`src/rtl/csa_pkg.sv`:
```
// csa_pkg: shared constants and types for the CSA digit feeder.
//   CSA_N     default operand width in bits
//   DIGIT_W   digit width (N/3) consumed by the CSA stages
//   HALF_W    half-digit width (N/6) used by downstream stages
//   BEATS     digit triples emitted per operand (fixed at 3)
//   beat_t    beat index type, state_t feeder FSM state
//   beat_next wrapping beat increment 0 -> 1 -> 2 -> 0
package csa_pkg;

  localparam int CSA_N   = 222;
  localparam int DIGIT_W = CSA_N / 3;
  localparam int HALF_W  = CSA_N / 6;
  localparam int BEATS   = 3;

  typedef logic [1:0] beat_t;

  typedef enum logic {
    IDLE = 1'b0,
    SEND = 1'b1
  } state_t;

  function automatic beat_t beat_next(input beat_t b);
    return (b == beat_t'(BEATS - 1)) ? beat_t'(0) : b + beat_t'(1);
  endfunction

endpackage

```
`src/rtl/csa_digit_rot.sv`:
```
// csa_digit_rot: combinational digit rotator.
//   i_dig0..2  the three digits of the operand (digit[0..2])
//   i_beat     beat index 0..2
//   o_d1..3    rotated digits: d1=digit[k], d2=digit[k+1], d3=digit[k+2] (mod 3)
module csa_digit_rot #(
  parameter int DW = 74
) (
  input  logic [DW-1:0] i_dig0,
  input  logic [DW-1:0] i_dig1,
  input  logic [DW-1:0] i_dig2,
  input  logic [1:0]    i_beat,
  output logic [DW-1:0] o_d1,
  output logic [DW-1:0] o_d2,
  output logic [DW-1:0] o_d3
);

  always_comb begin
    o_d1 = i_dig0;
    o_d2 = i_dig1;
    o_d3 = i_dig2;
    case (i_beat)
      2'd1: begin
        o_d1 = i_dig1;
        o_d2 = i_dig2;
        o_d3 = i_dig0;
      end
      // Beat 3 never occurs; fold it onto beat 2 so the decode stays simple.
      2'd2, 2'd3: begin
        o_d1 = i_dig2;
        o_d2 = i_dig0;
        o_d3 = i_dig1;
      end
      default: ;
    endcase
  end

endmodule

```
`src/rtl/csa_digit_feeder.sv`:
```
// csa_digit_feeder: accepts one N-bit operand over valid/ready, splits it into
// three N/3-bit digits and emits three rotated digit triples with first/last
// framing and a seed-clear strobe for the downstream CSA accumulator.
//
// Ports:
//   clk, rst          single clock, synchronous active-high reset
//   flush             synchronous abort of the operand in flight
//   in_valid/in_ready operand handshake (in_ready is combinational)
//   in_op             operand, digit[k] = in_op[k*N/3 +: N/3]
//   out_valid/ready   digit-triple handshake
//   d1, d2, d3        rotated digits (registered)
//   out_beat          beat index 0..2
//   out_first/last    framing, high on beat 0 / beat 2
//   seed_clr          high on beat 0, downstream clears its seed
//   out_par           per-digit even parity of {d3,d2,d1}
//
// Build option: CSA_FEEDER_PARITY_EN builds out_par; otherwise it is 3'b000.
//
// state | meaning
// ------+-------------------------------------------
// IDLE  | no operand held, out_valid low
// SEND  | operand held, beats 0..2 being emitted
module csa_digit_feeder
  import csa_pkg::*;
#(
  parameter int N     = CSA_N,
  parameter int BEATS = 3
) (
  input  logic           clk,
  input  logic           rst,
  input  logic           flush,
  input  logic           in_valid,
  output logic           in_ready,
  input  logic [N-1:0]   in_op,
  output logic           out_valid,
  input  logic           out_ready,
  output logic [N/3-1:0] d1,
  output logic [N/3-1:0] d2,
  output logic [N/3-1:0] d3,
  output logic [1:0]     out_beat,
  output logic           out_first,
  output logic           out_last,
  output logic           seed_clr,
  output logic [2:0]     out_par
);

  localparam int DW = N / 3;

  if ((N % 6) != 0 || BEATS != 3) begin : g_bad_cfg
    $error("csa_digit_feeder: N must be divisible by 6 and BEATS must be 3");
  end

  state_t        r_state;
  beat_t         r_beat;
  logic [N-1:0]  r_op;
  logic          r_valid;
  logic          r_first;
  logic          r_last;
  logic [DW-1:0] r_d1;
  logic [DW-1:0] r_d2;
  logic [DW-1:0] r_d3;

  logic          w_acc;
  logic          w_adv;
  logic          w_load;
  logic          w_clear;
  logic [N-1:0]  w_src;
  beat_t         w_beat_nxt;
  logic [DW-1:0] w_d1;
  logic [DW-1:0] w_d2;
  logic [DW-1:0] w_d3;

  // A new operand may enter in the same cycle the last beat leaves.
  assign in_ready = !rst && !flush &&
                    (r_state == IDLE || (r_valid && out_ready && r_last));

  assign w_acc   = in_valid && in_ready;
  assign w_adv   = r_valid && out_ready;
  assign w_clear = flush || (w_adv && r_last && !w_acc);
  assign w_load  = w_acc || (w_adv && !r_last);

  // The rotator sees whichever operand and beat the registers load next, so
  // the data outputs depend on out_ready only through register enables.
  assign w_src      = w_acc ? in_op : r_op;
  assign w_beat_nxt = w_acc ? beat_t'(0) : beat_next(r_beat);

  csa_digit_rot #(.DW(DW)) u_rot (
    .i_dig0 (w_src[0*DW +: DW]),
    .i_dig1 (w_src[1*DW +: DW]),
    .i_dig2 (w_src[2*DW +: DW]),
    .i_beat (w_beat_nxt),
    .o_d1   (w_d1),
    .o_d2   (w_d2),
    .o_d3   (w_d3)
  );

  always_ff @(posedge clk) begin
    if (rst) begin
      r_state <= IDLE;
      r_beat  <= '0;
      r_op    <= '0;
      r_valid <= 1'b0;
      r_first <= 1'b0;
      r_last  <= 1'b0;
      r_d1    <= '0;
      r_d2    <= '0;
      r_d3    <= '0;
    end else if (w_clear) begin
      r_state <= IDLE;
      r_beat  <= '0;
      r_valid <= 1'b0;
      r_first <= 1'b0;
      r_last  <= 1'b0;
      r_d1    <= '0;
      r_d2    <= '0;
      r_d3    <= '0;
    end else if (w_load) begin
      r_state <= SEND;
      if (w_acc) begin
        r_op <= in_op;
      end
      r_beat  <= w_beat_nxt;
      r_valid <= 1'b1;
      r_first <= (w_beat_nxt == beat_t'(0));
      r_last  <= (w_beat_nxt == beat_t'(2));
      r_d1    <= w_d1;
      r_d2    <= w_d2;
      r_d3    <= w_d3;
    end
  end

`ifdef CSA_FEEDER_PARITY_EN
  logic [2:0] r_par;

  always_ff @(posedge clk) begin
    if (rst) begin
      r_par <= '0;
    end else if (w_clear) begin
      r_par <= '0;
    end else if (w_load) begin
      r_par <= {^w_d3, ^w_d2, ^w_d1};
    end
  end

  assign out_par = r_par;
`else
  assign out_par = 3'b000;
`endif

  assign out_valid = r_valid;
  assign d1        = r_d1;
  assign d2        = r_d2;
  assign d3        = r_d3;
  assign out_beat  = r_beat;
  assign out_first = r_first;
  assign out_last  = r_last;
  assign seed_clr  = r_first;

endmodule
```
`config.mk`:
```
export PLATFORM = sky130hd
export DESIGN_NAME = csa_digit_feeder
export DESIGN_NICKNAME = d
export VERILOG_FILES = /design/src/rtl/csa_pkg.sv /design/src/rtl/csa_digit_rot.sv /design/src/rtl/csa_digit_feeder.sv
export SDC_FILE = /design/constraint.sdc
export NUM_CORES = 1
export LEC_CHECK = 0
export BUFFER_PORTS_ARGS = -buffer_cell sky130_fd_sc_hd__buf_2
export CAP_MARGIN = 20
export CORE_ASPECT_RATIO = 0.9
export CORE_MARGIN = 10
export CORE_UTILIZATION = 25
export CTS_BUF_LIST = sky130_fd_sc_hd__clkbuf_16
export CTS_CLUSTER_DIAMETER = 40
export DETAILED_ROUTE_END_ITERATION = 8
export MAX_ROUTING_LAYER = met4
export PLACE_DENSITY = 0.55
export SETUP_SLACK_MARGIN = 0.4
export SLEW_MARGIN = 30
export SYNTH_ARGS = -nofsm -noshare
export SYNTH_HDL_FRONTEND = slang
export SYNTH_SLANG_ARGS = --single-unit
```
`constraint.sdc`:
```
create_clock -name clk -period 4.7 [get_ports clk]
set_input_delay 1.175 -clock clk [delete_from_list [all_inputs] [get_ports clk]]
set_output_delay 1.175 -clock clk [all_outputs]
set_load 0.005 [all_outputs]
```
==> run summary, run 1 <==
Syn_area_per_cell - 8.11 um2
Clk pwr share - 0.568
Num CTS Buffers - 84
Maximum VDD drop - 0.210 mV
Max Root-Sink Buffers - 3
Fillers - 8468
Final setup margin - 1450 ps
Wire per inst - 19.6 um
CORE AREA - 79800 um2
First-pass GRT wire length - 118 mm
Root Buffer - clkbuf_16
Row count - 98
Post-route DRC violation count - 0
Commonest non-fill, non-tap cell in the layout - nand2_1
Die W - 320 um
Die area - 92700 um2
H-tree levels - 3
IO buf count - 455
GP Congestion - 0.786
Status - finished, final reports clean
Fmax - 308 MHz
Commonest non-fill, non-tap cells in the layout - nand2_1 (676), buf_2 (454), dfxtp_1 (448), a21oi_1 (247), o21ai_0 (214)
CP max FO - 11
Cell Area, Synth - 20200 um2
Max Cap Viol - 0
Worst Max-Slew Pin Slew - 982 ps
DR vias/cell - 4.95
Int Power - 0.00849 W
Total track usage - 0.164
Placed instance count - 3787
Clock Skew - 30.3 ps
# IOs - 459
CTS tree - built
Total grt overflow - 0
RSZ-0062 raised after global routing - no
Tmin final - 3250 ps
Ys Warns - 0
Sink Count - 449
Crit path kind - in2out
Tcrit/Tclk final - 0.691
# hold bufs at CTS - 0
Post-CTS Setup Bufs - 0
Worst min-delay path class - reg2reg
Final core utilization - 0.331
DRT iter0 DRCs - 1429
Switch share - 0.243
Switching power - 0.00272 W
Fin cells - 3963
Setup crit end kind - output pin
Post-CTS Resized - 0
CP arrival - 2070 ps
Sequential power share - 0.361
Drt pass-1 iters - 7
Lkg Pwr - 10.5 nW
Layout cells sized above 1 - 0.238
Startpoint Class - primary input
Sequential share of the synthesized area - 0.444
Nets - 3051
Dpl hpwl - 51.4 mm
Yosys reg bits - 449
Largest net degree at the start of global routing - 161
Area Growth Syn to Fin - 30.5%
Setup TNS - 0 ps
Antenna viol nets, final - 0
Starting Density - 0.253
Hold WS - 483 ps
Final hold viol count - 0
DRT Wirelength - 77.8 mm
Initial antenna violation count - 22
Max-slew violations - 0
PwrDens - 425 nW/um2
Max_slew headroom - 0.346
Cell variety after synth - 35
Via Count - 19600
Die span in y - 290 um
Comb power frac - 0.071
Number of global-route vias before repair - 19000
Pre-CTS setup slack - 1090 ps
Clk_lat worst skew - 620 ps
CTS clk-pin slew, worst paths - 50 ps
Cell count after synthesis - 2495
Worst Path Required - 3520 ps
Setup violations, final - 0
layer usage:
layer | share of wire | global-route usage | wire, um | up-vias
li1 | - | - | - | 9708
met1 | 0.45 | 0.202 | 34700 | 9261
met2 | 0.45 | 0.246 | 35200 | 519
met3 | 0.075 | 0.0527 | 5810 | 124
met4 | 0.027 | 0.0597 | 2120 | 0
met5 | 0 | - | 0 | -
area by class of cell:
cell class,instances,area [um2],area share
Multi-Input combinational cell,1797,10200,0.388
Sequential cell,449,8990,0.341
Timing Repair Buffer,490,2790,0.106
Clock buffer,87,2180,0.0825
Tap cell,1050,1310,0.0498
Clock inverter,65,800,0.0303
Antenna cell,23,57.6,0.00218
Inverter,2,15.0,0.000569
worst max-delay path, cell delays in order:
cell and delay (ps):
buf_2 170, a21boi_1 80, buf_4 220, nor3_1 230
buf_2 190
final timing paths:
check	startpoint	cells after the start	endpoint	slack, ps
max	out_ready	5	in_ready	1450
min	r_op[26]$_SDFFE_PP0P_	2	r_op[26]$_SDFFE_PP0P_	480
max reg2reg	out_last$_SDFFE_PP0P_	5	d1[46]$_SDFFE_PP0P_	2100
min reg2reg	r_op[26]$_SDFFE_PP0P_	2	r_op[26]$_SDFFE_PP0P_	480
cell families after synthesis:
kind of cell | share of synthesized area
AOI/OAI and AO/OA | 0.262
buffers and inverters | 0.0528
DFF | 0.444
muxes | 0.104
other | 0.000185
and+or+nand+nor | 0.136
power groups by stage:
stage | logic [W] | clock network (W) | registers, W
after detailed placement | 0.000801 | 0 | 0.00413
after global placement | 0.000797 | 0 | 0.00412
after global routing | 0.000883 | 0.00669 | 0.00406
after CTS | 0.000805 | 0.00651 | 0.00405
final | 0.000793 | 0.00637 | 0.00405
after floorplan | 0.000436 | 0 | 0.00410
flip-flops by register name, summed over array words and instances (netlist names):
register / count
d1: 74
d2: 74
d3: 74
out_beat: 2
out_first: 1
out_last: 1
out_valid: 1
r_op: 222
synth_stat cells, drive strengths merged:
| cell type | n | area share |
|---|---|---|
| a31oi | 168 | 0.052 |
| or3b | 1 | 0.00043 |
| dfxtp | 449 | 0.44 |
| conb | 1 | 0.00019 |
| nor2b | 3 | 0.00093 |
| a21bo | 1 | 0.00049 |
| a21boi | 1 | 0.00037 |
| nand2 | 678 | 0.13 |
| buf | 97 | 0.024 |
| nor3b | 9 | 0.0036 |
| nor4bb | 1 | 0.00049 |
| a41oi | 36 | 0.016 |
| o211a | 8 | 0.0040 |
| o22ai | 11 | 0.0034 |
| mux2i | 154 | 0.076 |
| o21ai | 214 | 0.053 |
| o211ai | 162 | 0.060 |
| o22a | 1 | 0.00043 |
| nor2 | 6 | 0.0015 |
| o21a | 1 | 0.00037 |
| o2111ai | 8 | 0.0035 |
| nand3 | 8 | 0.0020 |
| a21oi | 248 | 0.061 |
| nor3 | 2 | 0.00049 |
| nand4b | 1 | 0.00043 |
| a221oi | 10 | 0.0043 |
| mux2 | 50 | 0.028 |
| inv | 2 | 0.00037 |
| a22oi | 10 | 0.0037 |
| clkbuf | 152 | 0.028 |
| and2 | 2 | 0.00062 |
stage by stage:
step                      instance area, um2  power [W]
after floorplan                        20200    0.00454
after global placement                 23300    0.00492
after detailed placement               23300    0.00493
after CTS                              26300     0.0114
after global routing                   26400     0.0116
final                                  26400     0.0112
Note: power is estimated with default switching activity, not from simulation.
==> inputs of run 2 (changes only) <==
--- a/config.mk
+++ b/config.mk
@@ -14,7 +14,7 @@
 export CTS_CLUSTER_DIAMETER = 40
 export DETAILED_ROUTE_END_ITERATION = 8
 export MAX_ROUTING_LAYER = met4
-export PLACE_DENSITY = 0.55
+export PLACE_DENSITY = 0.57
 export SETUP_SLACK_MARGIN = 0.4
 export SLEW_MARGIN = 30
 export SYNTH_ARGS = -nofsm -noshare
==> constraint.sdc (replaced) <==
create_clock -name clk -period 2.6 [get_ports clk]
set_input_delay 0.65 -clock clk [delete_from_list [all_inputs] [get_ports clk]]
set_output_delay 0.65 -clock clk [all_outputs]
set_load 0.005 [all_outputs]
==> run summary, run 2 (synthesis results as in run 1) <==
Commonest non-fill, non-tap cell in the layout - nand2_1
Max-slew violations - 0 (unchanged)
Maximum VDD drop - 0.450 mV (+110%)
Comb power frac - 0.078 (+0.007)
Status - finished, final reports clean
Startpoint Class - flop
Clk_lat worst skew - 610 ps (about the same)
CTS tree - built
Setup crit end kind - output pin
DRT iter0 DRCs - 1489 (+4.2%)
Worst Max-Slew Pin Slew - 925 ps (-56.8 ps)
Worst min-delay path class - in2reg
Antenna viol nets, final - 0 (unchanged)
Max_slew headroom - 0.383 (+0.0379)
DR vias/cell - 4.98 (+0.68%)
Setup violations, final - 0 (unchanged)
Num CTS Buffers - 85 (+1.2%)
Crit path kind - reg2out
Total track usage - 0.165 (+0.00103)
Setup TNS - 0 ps (unchanged)
Tmin final - 2160 ps
Fillers - 8389 (-0.93%)
Final setup margin - 439 ps (-1010 ps)
CTS clk-pin slew, worst paths - 50 ps (about the same)
Switch share - 0.254 (+0.0115)
Worst Path Required - 1950 ps (-1570 ps)
Int Power - 0.0144 W (+70%)
Final hold viol count - 0 (unchanged)
Via Count - 19900 (+1.5%)
Layout cells sized above 1 - 0.246 (+0.00801)
Max Root-Sink Buffers - 3 (unchanged)
Post-route DRC violation count - 0 (unchanged)
Pre-CTS setup slack - 289 ps (-799 ps)
Switching power - 0.00492 W (+81%)
Area Growth Syn to Fin - 31.8%
Worst R2R Start - out_valid$_SDFFE_PP0P_
Row count - 98 (unchanged)
Tcrit/Tclk final - 0.831
Sink Count - 449 (unchanged)
Reg with most FFs - r_op
Finished Cell Area - 26700 um2 (+1.0%)
Initial antenna violation count - 22 (unchanged)
Max Cap Viol - 0 (unchanged)
Starting Density - 0.253 (unchanged)
Die W - 320 um (unchanged)
H-tree levels - 3 (unchanged)
# IOs - 459 (unchanged)
Clk pwr share - 0.543 (-0.025)
Fmax - 463 MHz
Clock Skew - 27.4 ps (-2.85 ps)
Nets - 3086 (+1.1%)
CP arrival - 1510 ps (-560 ps)
Total grt overflow - 0 (unchanged)
Root Buffer - clkbuf_16
DRT Wirelength - 78.2 mm (+0.45%)
Fin cells - 3994 (+0.78%)
Number of global-route vias before repair - 19000 (-0.026%)
Placed instance count - 3818 (+0.82%)
Post-DP Area - 23800 um2 (+2.0%)
Dpl hpwl - 53.1 mm (+3.3%)
IO buf count - 455 (unchanged)
Lkg Pwr - 10.6 nW (+1.6%)
Max reg flops - 222 (unchanged)
Die span in y - 290 um (unchanged)
Sequential power share - 0.379 (+0.018)
Commonest non-fill, non-tap cells in the layout - nand2_1 (677), buf_2 (453), dfxtp_1 (445), a21oi_1 (247), o21ai_0 (214)
Final core utilization - 0.334 (+0.00334)
Die area - 92700 um2 (unchanged)
GP Congestion - 0.805 (+2.4%)
CORE AREA - 79800 um2 (unchanged)
Critical hold path startpoint - in_op[56]
PwrDens - 725 nW/um2 (+71%)
# hold bufs at CTS - 0 (unchanged)
CP max FO - 7 (-4)
Largest net degree at the start of global routing - 156 (-3.1%)
Wire per inst - 19.6 um (-0.33%)
CP startpoint - out_valid$_SDFFE_PP0P_
Drt pass-1 iters - 6 (-1)
First-pass GRT wire length - 118 mm (+0.35%)
RSZ-0062 raised after global routing - yes
[run 2: per-stage QoR]
stage	total power [W]	hold WS, ps
floorplan	0.00821	454
global placement	0.00896	470
detailed placement	0.00897	474
CTS	0.0196	240
global route	0.0201	278
finish	0.0193	294
[run 2: repair_timing]
item / in CTS / in global routing
gates cloned: 1 / 0
endpoints found under the setup margin: 3 / 1
gates resized for setup: 10 / 4
pin swaps: 0 / 0
buffers inserted: 2 / 1
[run 2: path summary, 6_finish.rpt]
check,depth (start not counted),end,slack (ps)
max reg2reg,5,d1[24]$_SDFFE_PP0P_,720
max,4,in_ready,440
min reg2reg,2,r_op[17]$_SDFFE_PP0P_,480
min,3,r_op[56]$_SDFFE_PP0P_,290
[run 2: critical path, cell delays in order (launching register included)]
cell	delay, ps
dfxtp_4	360
a21boi_4	150
buf_8	130
nor3_4	120
buf_6	140
[run 2: final cells by class]
| class | instances | area, um2 | area share |
|---|---|---|---|
| Multi-Input combinational cell | 1797 | 10300 | 0.385 |
| Inverter | 2 | 15.0 | 0.000563 |
| Tap cell | 1050 | 1310 | 0.0493 |
| Clock inverter | 67 | 542 | 0.0203 |
| Clock buffer | 87 | 2180 | 0.0817 |
| Antenna cell | 18 | 45.0 | 0.00169 |
| Timing Repair Buffer | 524 | 3290 | 0.123 |
| Sequential cell | 449 | 9000 | 0.338 |
[run 2: power groups by stage]
stage	clock network (W)	logic, W	registers (W)
after floorplan	0	0.000788	0.00742
after global placement	0	0.00151	0.00745
after detailed placement	0	0.00151	0.00746
after CTS	0.0107	0.00153	0.00732
after global routing	0.0111	0.00167	0.00735
final	0.0105	0.00151	0.00732
[run 2: per-layer routing]
metal  GRT usage  up-vias  wire [um]
li1            -     9778          -
met4      0.0537        0       1950
met5           -        -          0
met2       0.247      592      35100
met1       0.210     9416      35400
met3      0.0474      114       5810
